==> config.mk <==
export PLATFORM = sky130hd
export DESIGN_NAME = aes_sbox_unit
export DESIGN_NICKNAME = d
export VERILOG_FILES = /design/src/rtl/aes_sbox_unit.sv
export SDC_FILE = /design/constraint.sdc
export NUM_CORES = 1
export LEC_CHECK = 0
export ABC_AREA = 1
export BUFFER_PORTS_ARGS = -buffer_cell sky130_fd_sc_hd__buf_2
export CORE_ASPECT_RATIO = 0.9
export CORE_MARGIN = 2
export CORE_UTILIZATION = 59
export DETAILED_ROUTE_END_ITERATION = 8
export PLACE_DENSITY = 0.86
export SYNTH_ARGS = -nofsm -noshare
export SYNTH_HDL_FRONTEND = slang
export SYNTH_SLANG_ARGS = --single-unit
==> constraint.sdc <==
create_clock -name clk -period 21.2 [get_ports clk]
set_input_delay 3.18 -clock clk [delete_from_list [all_inputs] [get_ports clk]]
set_output_delay 3.18 -clock clk [all_outputs]
set_load 0.03 [all_outputs]
==> src/rtl/aes_sbox_unit.sv <==
// AES forward S-box for one byte: b = affine(inv(a)) over GF(2^8)/0x11B.
// Ports: clk, rst_n (sync, active-low), a[7:0] in, b[7:0] comb, b_q[7:0] reg.
module aes_sbox_unit (
  input  logic       clk,
  input  logic       rst_n,
  input  logic [7:0] a,
  output logic [7:0] b,
  output logic [7:0] b_q
);

  // GF(2^8) multiply, reduction by x^8+x^4+x^3+x+1.
  function automatic logic [7:0] gf_mul(
    input logic [7:0] x,
    input logic [7:0] y
  );
    logic [7:0] p;
    logic [7:0] t;
    p = 8'h00;
    t = x;
    for (int i = 0; i < 8; i++) begin
      if (y[i]) p = p ^ t;
      t = {t[6:0], 1'b0} ^ (t[7] ? 8'h1b : 8'h00);
    end
    return p;
  endfunction

  function automatic logic [7:0] rotl(
    input logic [7:0] x,
    input int unsigned n
  );
    logic [15:0] w;
    w = {x, x} << n;
    return w[15:8];
  endfunction

  logic [7:0] sq [1:7];
  logic [7:0] inv_a;
  logic [7:0] sbox_d;
  logic [7:0] sbox_q;

  // inv(a) = a^254 = a^2 * a^4 * ... * a^128; squaring is
  // cheap (linear), so only six real multipliers are needed.
  // a = 0 falls out as 0 naturally.
  always_comb begin
    sq[1] = gf_mul(a, a);
    for (int k = 2; k < 8; k++) begin
      sq[k] = gf_mul(sq[k-1], sq[k-1]);
    end
    inv_a = sq[1];
    for (int k = 2; k < 8; k++) begin
      inv_a = gf_mul(inv_a, sq[k]);
    end
  end

  always_comb begin
    b = inv_a
      ^ rotl(inv_a, 1)
      ^ rotl(inv_a, 2)
      ^ rotl(inv_a, 3)
      ^ rotl(inv_a, 4)
      ^ 8'h63;
  end

  always_comb begin
    sbox_d = rst_n ? b : 8'h00;
  end

  always_ff @(posedge clk) begin
    sbox_q <= sbox_d;
  end

  assign b_q = sbox_q;

endmodule

# --- Yosys cells after proc, flatten, opt, wreduce, memory -nomap -nowiden ---
# Index checks and enable logic that the tools add are counted.
word_totals:
  input_bits: 10
  output_inout_bits: 16
  reg_bits: 8
  wordCells: 369
classes:
  bitwise: 180
  n_mux: 188
op_table:
  columns: ["cell", "n"]
  rows:
  - ["2-to-1 mux 8 bit", 104]
  - ["bitwise XOR 8 bit", 95]
  - ["bitwise XOR 8 x 5 -> 8 bit", 84]
  - ["2-to-1 mux 5 bit", 84]
  - ["NOT 4 bit", 1]

# --- Logic depth before layout (Yosys ltp) ---
logic_depth:
  depth_word: 132
  mapped_depth: 128
  ltp_nobuf: 123

# --- Worst setup path before layout ---
# OpenSTA, ideal clock, no wires.
synth_path:
  path_type: "input to output"
  from: "input a[0]"
  to: "output b[4]"
  arrival_time_ps: 14381
  slack_ps: 3639
  path_stages: 100
  n_path_buf: 9
  required_ps: 18020
  cell_sequence: "ha_1 > inv_1 > nand2_2 > nand3_1 > nand2_1 > nand2_1 > inv_1 > nand2_2 > nand2_1 > nand2_2 > nand2_8 > clkbuf_8 > ha_1 > inv_1 > o21ai_0 > nand3b_1 > nand2_1 > nand2_1 > [... 64 more ...] > nand2_1 > nand2_4 > inv_2 > nand2_1 > or2_1 > nand2_1 > inv_2 > nand2_2 > nand2_1 > nand2_2 > nand4_1 > nand2_4 > clkinv_2 > nand2_1 > nand3_1 > nand3b_1 > nand2_1 > inv_1"
synth_via:
  elab_chain_cells: 128
  word_cells_on_any_way: 360
  cone_classes: "181 x mux; 179 x bitwise"
synth_lines:
  columns: ["element", "line_no", "text"]
  rows:
  - ["from (decl)", "6", "input logic [7:0] a,"]
  - ["2-to-1 mux 8 bit", "21", "if (y[i]) p = p ^ t;"]
  - ["bitwise XOR 8 bit", "21", null]
  - ["2-to-1 mux 8 bit", "21", null]
  - ["bitwise XOR 8 bit", "21", null]
  - ["2-to-1 mux 8 bit", "21", null]
  - ["bitwise XOR 8 bit", "21", null]
  - ["2-to-1 mux 8 bit", "21", null]
  - ["bitwise XOR 8 bit", "21", null]
  - ["[... 112 more ...]", null, null]
  - ["bitwise XOR 8 bit", "21", null]
  - ["2-to-1 mux 8 bit", "21", null]
  - ["bitwise XOR 8 bit", "21", null]
  - ["2-to-1 mux 8 bit (*)", "21", null]
  - ["bitwise XOR 8 bit", "57", "^ rotl(inv_a, 1)"]
  - ["bitwise XOR 8 bit", "58", "^ rotl(inv_a, 2)"]
  - ["bitwise XOR 8 bit", "59", "^ rotl(inv_a, 3)"]
  - ["bitwise XOR 8 bit (*)", "60", "^ rotl(inv_a, 4)"]
  - ["to (decl)", "7", "output logic [7:0] b,"]
# Mark *: on every way between the ends. The rest lies on a longest branch, timed or not.

# --- Worst setup path after layout ---
layout_path:
  from: "input a[7]"
  to: "output b[4]"
layout_via:
  elab_chain_cells: 128
  word_cells_on_any_way: 363
  cone_classes: "184 x mux; 179 x bitwise"
layout_lines:
  columns: ["element", "line_no"]
  rows:
  - ["2-to-1 mux 5 bit or 2-to-1 mux 8 bit (tied branches)", "22, 21"]
  - ["bitwise XOR 8 x 5 -> 8 bit or bitwise XOR 8 bit (tied branches)", "22, 21"]
  - ["bitwise XOR 8 bit or 2-to-1 mux 8 bit (tied branches)", "21"]
  - ["2-to-1 mux 8 bit or bitwise XOR 8 bit (tied branches)", "21"]
  - ["bitwise XOR 8 bit or 2-to-1 mux 8 bit (tied branches)", "21"]
  - ["2-to-1 mux 8 bit or bitwise XOR 8 bit (tied branches)", "21"]
  - ["bitwise XOR 8 bit or 2-to-1 mux 8 bit (tied branches)", "21"]
  - ["2-to-1 mux 8 bit or bitwise XOR 8 bit (tied branches)", "21"]
  - ["[... 112 more ...]", null]
  - ["bitwise XOR 8 bit", "21"]
  - ["2-to-1 mux 8 bit", "21"]
  - ["bitwise XOR 8 bit", "21"]
  - ["2-to-1 mux 8 bit (*)", "21"]
  - ["bitwise XOR 8 bit", "57"]
  - ["bitwise XOR 8 bit", "58"]
  - ["bitwise XOR 8 bit", "59"]
  - ["bitwise XOR 8 bit (*)", "60"]
# Marks and branches as above.

==> flow_summary.yaml <==
status:
  status: "completed"
timing:
  fmax_mhz: 49.7
  hold_viol_final: 0
  final.setup.tns_ns: 0
  slew_violations: 0
  fin_crit_sh_pct: 95.0
  slew_headroom_pct: 53.4
  period_minus_slack_ns: 20.14
  worst_pin_slew_ns: 0.698
  final-setup-viol-count: 0
route:
  drt-pass1-iter-count: 6
  post_drt_via_cell_ratio: 5.68
  wl_per_cell_um: 13.6
  drt_iter0_drc: 2935
  ant_nets: 0
  wl_mm: 60.9
  vias: 25500
  drc: 0
logic_synthesis:
  yosysUniqueCellTypes: 56
  synth_flop_cell: "dfxtp_1"
  synth_fp_nets: 4096
  ys_ff_latch: 8
  synthArstFlopShare_pct: 0
  syn_avg_cell_area_um2: 5.12
  synth-seq-area-share_pct: 0.767
  synthTopCellsByArea: "nand2_1, nand3_1, nand2_2, inv_1, xor2_1"
  ys_warn_count: 0
  syn_area_mm2: 0.0209
  synth.top_cell.area_share_pct: 29.3
  synth.largest_area_cell: "nand2_1"
  synth_edf_count: 0
  syn_inst: 4079
final_layout:
  largest_reg_flops: 8
  n_fill_cell: 3479
  area_growth_pct: -0.192
  drive_above_1_share_pct: 17.3
  final_cell_mix: "nand2_1, nand3_1, inv_1, nand2_2, nor2_1"
  antenna_cells: 0
  layout.nets: 4038
  final_common_cell: "nand2_1"
critical_path:
  worstPathMaxFanout: 24
  slowest_delay_ns: 0.45
  crit_type: "in -> out"
  crit_required_ns: 18.02
  start_kind: "primary input"
  cp_data_arrival_time_ns: 16.96
  critPathMostFrequentCell: "nand2_1"
  critPathCaptureType: "primary output"
  slowest_stage: "ha_1"
cts:
  cts_tree: "yes"
  clock_sinks: 8
  clock_tree.root_cell: "clkbuf_16"
  clk_pin_slew_ns: 0.03
  cts_buffers: 3
  cts_max_level: 1
  clockBufferDepth: 2
placement:
  io_buffer_count: 25
  place_hpwl_mm: 47.1
  gp_congestion: 0.999
min_path:
  min_path_cells: 3
  hold_path.class: "in -> reg"
  min_from: "rst_n"
  hold_end: "b_q[3]"
floorplanning:
  initial_utilization_pct: 59.7
  die_y_um: 183
  io_pins: 26
  rows: 65
  die_w_um: 202
  coreArea_mm2: 0.0350
  dieArea_mm2: 0.0369
global_route:
  grt_use_total_pct: 31.9
  grt_pass1_vias: 22200
  antenna_found_initial: 0
  grt_pass1_wl_mm: 102
  grt_overflow: 0
  grt_start_max_net_pins: 32
flow_run:
  maxCapViolations: 0
critical path, delay by kind of cell:
kind / cells / cell delay, ns
xor gates and xnor gates: 5 / 1.16
adders and majority gates: 3 / 1.18
and+or+nand+nor: 70 / 7.80
buffers and inverters: 19 / 3.08
AOI/OAI and AO/OA: 3 / 0.48
metrics by stage:
step	utilization (%)	cells	area [um^2]	setup WS, ns	hold WS [ns]
2_1_floorplan	-	4079	20900	3.64	3.39
4_1_cts	59.3	4482	20700	0.719	3.30
5_1_grt	59.6	4488	20800	-0.0555	3.34
6_report	59.6	4488	20800	1.06	3.30
3_5_place_dp	59.1	4479	20700	0.810	3.52
3_3_place_gp	59.1	4479	20700	1.16	3.51
synthesized netlist by cell type, types with 34 or more instances:
library cell	n
nand3b_1	42
xnor2_1	62
nor2_1	231
inv_1	386
nand4_1	52
inv_2	104
nand3_1	697
nand3_2	62
nand2_2	305
nand2_4	68
nand2_1	1630
o21ai_1	34
xor2_1	100
timing repair:
item / in CTS / in global routing
hold buffers: 0 / 0
endpoints found under the setup margin: 0 / 8
setup buffers: 0 / 5
resized for setup: 0 / 14
endpoints found under the hold margin: 0 / 0
area by class of cell:
class | count | area (um^2) | share of cell area [%]
clock buffers | 3 | 75.1 | 0.360
inverters | 527 | 2110 | 10.1
multi-input cells | 3448 | 17700 | 85.0
flip-flops and latches | 8 | 160 | 0.768
well taps | 469 | 587 | 2.81
repair buffers | 33 | 198 | 0.948
layer usage:
| layer | vias up | track usage [%] | wire, um |
|---|---|---|---|
| li1 | 12600 | - | - |
| met1 | 11100 | 44.0 | 25400 |
| met2 | 1530 | 50.9 | 26100 |
| met3 | 182 | 4.71 | 7610 |
| met4 | 0 | 10.0 | 1790 |
| met5 | - | 0 | 0 |
worst max-delay path by stage:
stage | endpoint | slack [ns] | startpoint | cells past startpoint
after floorplan | b[4] | 3.64 | a[0] | 100
after global placement | b[4] | 1.16 | a[7] | 98
after detailed placement | b[4] | 0.81 | a[7] | 96
after CTS | b[4] | 0.72 | a[7] | 96
after global routing | b[7] | -0.06 | a[7] | 104
final | b[4] | 1.06 | a[7] | 100
cell families after synthesis:
kind of cell / count (synthesis) / synth area share [%]
compound gates: 102 / 2.85
buf+inv: 624 / 14.6
fa+ha+maj: 7 / 0.419
xor+xnor: 195 / 9.88
flops: 8 / 0.767
simple gates: 3143 / 71.5
Power is left out: the tool's default activity adds up to more than one toggle a clock period on the data nets, which glitch-free logic cannot reach.
